**src/rtl/pc_pkg.sv**
```systemverilog
// rtl/pc_pkg.sv - shared types and default sizes for the program-counter unit
package pc_pkg;

   // Next-address source selected by PC_MUX_SEL when PC_LD is asserted
   typedef enum logic [1:0] {
      PC_SRC_IMMED = 2'b00,
      PC_SRC_STACK = 2'b01,
      PC_SRC_INTR  = 2'b10,
      PC_SRC_RSTV  = 2'b11
   } pc_src_t;

   localparam int PC_ADDR_W_DEF      = 10;
   localparam int PC_STACK_DEPTH_DEF = 8;

endpackage

```
**src/rtl/ret_stack.sv**
```systemverilog
// rtl/ret_stack.sv - hardware LIFO of return addresses indexed by occupancy level
module ret_stack
   import pc_pkg::*;
#(
   parameter int ADDR_W      = PC_ADDR_W_DEF,
   parameter int STACK_DEPTH = PC_STACK_DEPTH_DEF
) (
   input  logic                               i_clk,
   input  logic                               i_rst,
   input  logic                               i_push,
   input  logic                               i_pop,
   input  logic [ADDR_W-1:0]                  i_din,
   output logic [ADDR_W-1:0]                  o_dout,
   output logic [$clog2(STACK_DEPTH+1)-1:0]   o_level,
   output logic                               o_full,
   output logic                               o_empty,
   output logic                               o_ovf,
   output logic                               o_unf
);

   localparam int LVL_W = $clog2(STACK_DEPTH + 1);
   localparam int IDX_W = $clog2(STACK_DEPTH);

   logic [ADDR_W-1:0] r_mem [STACK_DEPTH];
   logic [LVL_W-1:0]  r_level;

   logic              w_full;
   logic              w_empty;
   logic              w_do_push;
   logic              w_do_pop;
   logic [IDX_W-1:0]  w_wr_idx;
   logic [IDX_W-1:0]  w_rd_idx;

   assign w_full    = (r_level == LVL_W'(STACK_DEPTH));
   assign w_empty   = (r_level == '0);
   // A push into a full stack or a pop from an empty one is refused here;
   // the caller sees it through the ovf/unf pulses.
   assign w_do_push = i_push && !w_full;
   assign w_do_pop  = i_pop && !w_empty;

   // The write slot is entry[level]; level < depth whenever a write is allowed,
   // so the truncation to the index width is lossless.
   assign w_wr_idx  = IDX_W'(r_level);
   assign w_rd_idx  = IDX_W'(r_level - LVL_W'(1));

   // Occupancy counter; push and pop are never requested together by the top
   always_ff @(posedge i_clk) begin
      if (i_rst) begin
         r_level <= '0;
      end else if (w_do_push) begin
         r_level <= r_level + LVL_W'(1);
      end else if (w_do_pop) begin
         r_level <= r_level - LVL_W'(1);
      end
   end

   // Entry storage; contents are meaningless after reset so no clear is needed
   always_ff @(posedge i_clk) begin
      if (!i_rst && w_do_push) begin
         r_mem[w_wr_idx] <= i_din;
      end
   end

   assign o_dout  = r_mem[w_rd_idx];
   assign o_level = r_level;
   assign o_full  = w_full;
   assign o_empty = w_empty;
   assign o_ovf   = i_push && w_full;
   assign o_unf   = i_pop && w_empty;

endmodule

```
**src/rtl/pc_seq_unit.sv**
```systemverilog
// rtl/pc_seq_unit.sv - program counter with next-address mux and return stack
module pc_seq_unit
   import pc_pkg::*;
#(
   parameter int                ADDR_W      = PC_ADDR_W_DEF,
   parameter int                STACK_DEPTH = PC_STACK_DEPTH_DEF,
   parameter logic [ADDR_W-1:0] INTR_VEC    = {ADDR_W{1'b1}},
   parameter logic [ADDR_W-1:0] RST_VEC     = {ADDR_W{1'b0}}
) (
   input  logic                               CLK,
   input  logic                               RST,
   input  logic                               PC_LD,
   input  logic                               PC_INC,
   input  logic [1:0]                         PC_MUX_SEL,
   input  logic [ADDR_W-1:0]                  FROM_IMMED,
   input  logic                               PUSH,
   output logic [ADDR_W-1:0]                  PC_COUNT,
   output logic [$clog2(STACK_DEPTH+1)-1:0]   STACK_LEVEL,
   output logic                               STACK_FULL,
   output logic                               STACK_EMPTY,
   output logic                               STACK_ERR
);

   localparam int LVL_W = $clog2(STACK_DEPTH + 1);

   logic [ADDR_W-1:0] r_pc;
   logic              r_err;

   pc_src_t           w_sel;
   logic [ADDR_W-1:0] w_pc_plus1;
   logic [ADDR_W-1:0] w_pc_next;
   logic              w_pop;
   logic              w_push;
   logic [ADDR_W-1:0] w_stack_dout;
   logic [LVL_W-1:0]  w_level;
   logic              w_full;
   logic              w_empty;
   logic              w_ovf;
   logic              w_unf;

   assign w_sel      = pc_src_t'(PC_MUX_SEL);
   assign w_pc_plus1 = r_pc + ADDR_W'(1);

   // A pop is any load from the stack source. A push rides along with a load
   // from any other source; PUSH on a pop cycle is silently ignored.
   assign w_pop  = PC_LD && (w_sel == PC_SRC_STACK);
   assign w_push = PC_LD && PUSH && (w_sel != PC_SRC_STACK);

   ret_stack #(
      .ADDR_W      (ADDR_W),
      .STACK_DEPTH (STACK_DEPTH)
   ) u_ret_stack (
      .i_clk   (CLK),
      .i_rst   (RST),
      .i_push  (w_push),
      .i_pop   (w_pop),
      .i_din   (w_pc_plus1),
      .o_dout  (w_stack_dout),
      .o_level (w_level),
      .o_full  (w_full),
      .o_empty (w_empty),
      .o_ovf   (w_ovf),
      .o_unf   (w_unf)
   );

   // Next-address selection: load beats increment, which beats hold
   always_comb begin
      w_pc_next = r_pc;
      if (PC_LD) begin
         case (w_sel)
            PC_SRC_IMMED: w_pc_next = FROM_IMMED;
            PC_SRC_STACK: w_pc_next = w_empty ? r_pc : w_stack_dout;
            PC_SRC_INTR:  w_pc_next = INTR_VEC;
            PC_SRC_RSTV:  w_pc_next = RST_VEC;
         endcase
      end else if (PC_INC) begin
         w_pc_next = w_pc_plus1;
      end
   end

   // PC register; reset overrides every other request
   always_ff @(posedge CLK) begin
      if (RST) begin
         r_pc <= RST_VEC;
      end else begin
         r_pc <= w_pc_next;
      end
   end

   // Sticky stack error: set by any refused push or pop, cleared only by reset
   always_ff @(posedge CLK) begin
      if (RST) begin
         r_err <= 1'b0;
      end else if (w_ovf || w_unf) begin
         r_err <= 1'b1;
      end
   end

   assign PC_COUNT    = r_pc;
   assign STACK_LEVEL = w_level;
   assign STACK_FULL  = w_full;
   assign STACK_EMPTY = w_empty;
   assign STACK_ERR   = r_err;

endmodule

```
**config.mk**
```make
export PLATFORM = sky130hd
export DESIGN_NAME = pc_seq_unit
export DESIGN_NICKNAME = d
export VERILOG_FILES = /design/src/rtl/pc_pkg.sv /design/src/rtl/ret_stack.sv /design/src/rtl/pc_seq_unit.sv
export SDC_FILE = /design/constraint.sdc
export NUM_CORES = 1
export LEC_CHECK = 0
export CORE_ASPECT_RATIO = 1.25
export CORE_MARGIN = 2
export CORE_UTILIZATION = 55
export DETAILED_ROUTE_END_ITERATION = 12
export PLACE_DENSITY_LB_ADDON = 0.2
export SYNTH_ARGS = -nofsm -noshare
export SYNTH_HDL_FRONTEND = slang
export SYNTH_SLANG_ARGS = --single-unit
export TNS_END_PERCENT = 30
```
**constraint.sdc**
```tcl
create_clock -name CLK -period 4.95 [get_ports CLK]
set_input_delay 0.99 -clock CLK [delete_from_list [all_inputs] [get_ports CLK]]
set_output_delay 0.99 -clock CLK [all_outputs]
set_load 0.02 [all_outputs]
```
==> summary.txt <==
Job
  • Max-cap viol count: 0

Placement
  • Post-DP HPWL: between 7 and 8 mm
  • Routability Congestion: roughly 0.87
  • Pre-CTS setup slack: 1.07 ns
  • Cell Count Post-Placement: 416
  • IO buf count: 33
  • Dpl cell area: 4750 sq um

Route
  • Pre-antenna DRT Iters: 5
  • DRC violations left: 0
  • Iter 0 DRT Violations: 219
  • Final wirelength: 10.1 mm
  • Antenna-violating nets left: 0
  • Via density: 6.44
  • WL per Instance: roughly 24 um
  • Routed via count: ~2800

Layout
  • Final #Nets: 352
  • Final instance area: 4900 sq um
  • Diodes inserted: 0
  • Core Util, Final: 0.632
  • Share of cells above drive strength 1: 0.152
  • Most frequent cells in the layout: edfxtp_1, clkdlybuf4s50_1, nor2_1, mux4_2, nor3_1
  • Most common cell after layout, fill and taps aside: edfxtp_1
  • Post-Layout Cell Count: 430
  • Synthesis-to-layout area growth: 12.3%

STA
  • Fin worst setup slack: around 1.4 ns
  • Setup violators final: 0
  • Final Critical Period: 3.55 ns
  • Final hold vios: 0
  • Max Freq: between 0.2 and 0.3 GHz
  • RSZ-0062 raised after global routing: false
  • Worst-Margin Slew: roughly 1.2 ns
  • Fin Setup TNS: 0 ns
  • Hold WS: 0.564 ns
  • Final period util: 0.717
  • Relative slew slack: 0.170
  • Slew Limit Fails: 0
  • Clock Skew: 0.0117 ns

Logic synthesis
  • Synthesized Nets: between 300 and 400
  • Avg Inst Size Synth: around 15 sq um
  • Seq/Total Area, Yosys: 0.619
  • Post-synthesis cell area: 4360 sq um
  • Post-synth cell types: just under 60
  • Post-Synth XOR/XNOR Area: 0.0181
  • Adder-cell area share of the yosys netlist: 0.00860
  • Post-synth ARST share: 0
  • Post-synthesis mux area share: 0.113
  • Post-synth top area cell: edfxtp_1
  • Top FF cell, synth: edfxtp_1
  • Post-synth EDFFs: 80
  • Largest family of logic cells by synthesized area: simple AND/OR/NAND/NOR gates
  • Synth top area cells: edfxtp_1, mux4_2, dfxtp_1
  • Synthesized instance count: 299
  • Compound-gate portion of the synthesized area: 0.0857
  • Synthesized flop and latch total: 95
  • Synth Area in Simple Gates: 0.122
  • Top-area cell type share of the netlist area: 0.550
  • Ys Warns: 0

Global route
  • Pin count of the biggest net entering global routing: 27
  • First-pass GRT wire length: around 16 mm
  • Vias in the first global route: 2784
  • Gr usage total: 0.247
  • Initial antenna violation count: 0
  • GRT overflow: 0

Hold path
  • Hold path start: STACK_ERR
  • Worst hold path class: reg2reg
  • Hold Path Depth: 2

Power
  • Final Power: between 1.5 and 2 mW
  • PwrDens: ~330 nW/um^2
  • VDD IR max: 0.211 mV
  • Static leakage: 1.60 nW

CTS
  • Num CTS Buffers: 9
  • Clk_lat worst skew: between 0.3 and 0.4 ns
  • Post-CTS setup buffer count: 0
  • CTS tree: built
  • Num Clock Sinks: 95
  • H-Tree Depth: 3
  • Clock transition at path regs: ~0.09 ns
  • Longest Clk Path Bufs: 2
  • Count of cells resized by post-cts repair: 0
  • CTS Hold Buffers Added: 0
  • Root Buffer: clkbuf_8

Worst setup path
  • CP max FO: 8
  • CP startpoint: u_ret_stack.o_level[1]
  • Worst EP arrival: roughly 2.6 ns
  • FF-to-FF Start: u_ret_stack.o_level[1]
  • WP data required: roughly 4.0 ns
  • CP Capture Type: output pin
  • Worst r2r path cells: 6
  • Setup CP Type: reg2out
  • Worst Setup Start Kind: flop

Floorplanning
  • Core ar.: between 7000 and 8000 sq um
  • Die ar.: approximately 8700 sq um
  • Die Y: 104 um
  • DIE WIDTH: 83.7 um
  • Initial Util: 0.563
  • Floorplan row count: 36
  • I/O pin total: 34

Status
  • Outcome: finished clean
critical path, stage by stage (launching register included):
cell	delay (ns)
dfxtp_1	0.43
inv_1	0.15
ha_1	0.28
or3b_1	0.56
clkinv_4	0.15
clkdlybuf4s50_1	0.63
final timing paths:
| check | endpoint | slack, ns |
|---|---|---|
| hold / removal | STACK_ERR | 0.56 |
| hold reg to reg | STACK_ERR | 0.56 |
| setup / recovery | STACK_EMPTY | 1.40 |
| setup reg to reg | u_ret_stack.r_mem[6][5] | 2.04 |
cells by family (layout without fill, tap and decap cells):
family,after synthesis,in the layout
AOI/OAI and AO/OA,46,46
xor gates and xnor gates,9,9
adders and majority gates,3,3
buffers and inverters,26,62
DFF,95,95
muxes,24,24
and+or+nand+nor,96,96
power breakdown:
group          leakage, nW  switching [mW]  internal [mW]
clock               0.0792           0.249          0.178
sequential           0.852          0.0223          0.898
combinational        0.670           0.159          0.110
per-layer routing:
layer,share of wire,vias to the layer above,global-route usage
met5,0,-,0
met1,0.41,1355,0.332
li1,-,1246,-
met3,0.068,33,0.0518
met4,0.046,0,0.135
met2,0.48,134,0.377
layout make-up:
cell class	instances	area (sq um)
repair buffers	37	360
inverters	11	48.8
multi-input cells	178	1520
well taps	95	119
clock inverters	3	22.5
clock buffers	11	131
flip-flops and latches	95	2700
fillers	577	2850
synthesized netlist by cell type (3+ instances only):
master,count
and3_1,7
a21oi_1,6
edfxtp_1,80
xnor2_1,5
a211oi_2,3
dfxtp_1,15
a22oi_1,4
inv_1,8
nand2b_1,5
a32oi_1,3
nand3_1,9
xor2_1,4
and3b_1,3
nor2_1,19
buf_2,5
a211oi_1,3
nor4_1,4
clkbuf_1,6
nand2_1,14
or4_1,3
o21ai_0,5
o221ai_1,3
ha_1,3
mux4_2,19
mux2i_1,4
nor3_1,16
state kept, by name (all words and copies together), names as in the netlist:
name	flops
u_ret_stack.r_mem	80
STACK_ERR	1
PC_COUNT	10
u_ret_stack.o_level	4
Power figures use the tool's default switching activity.
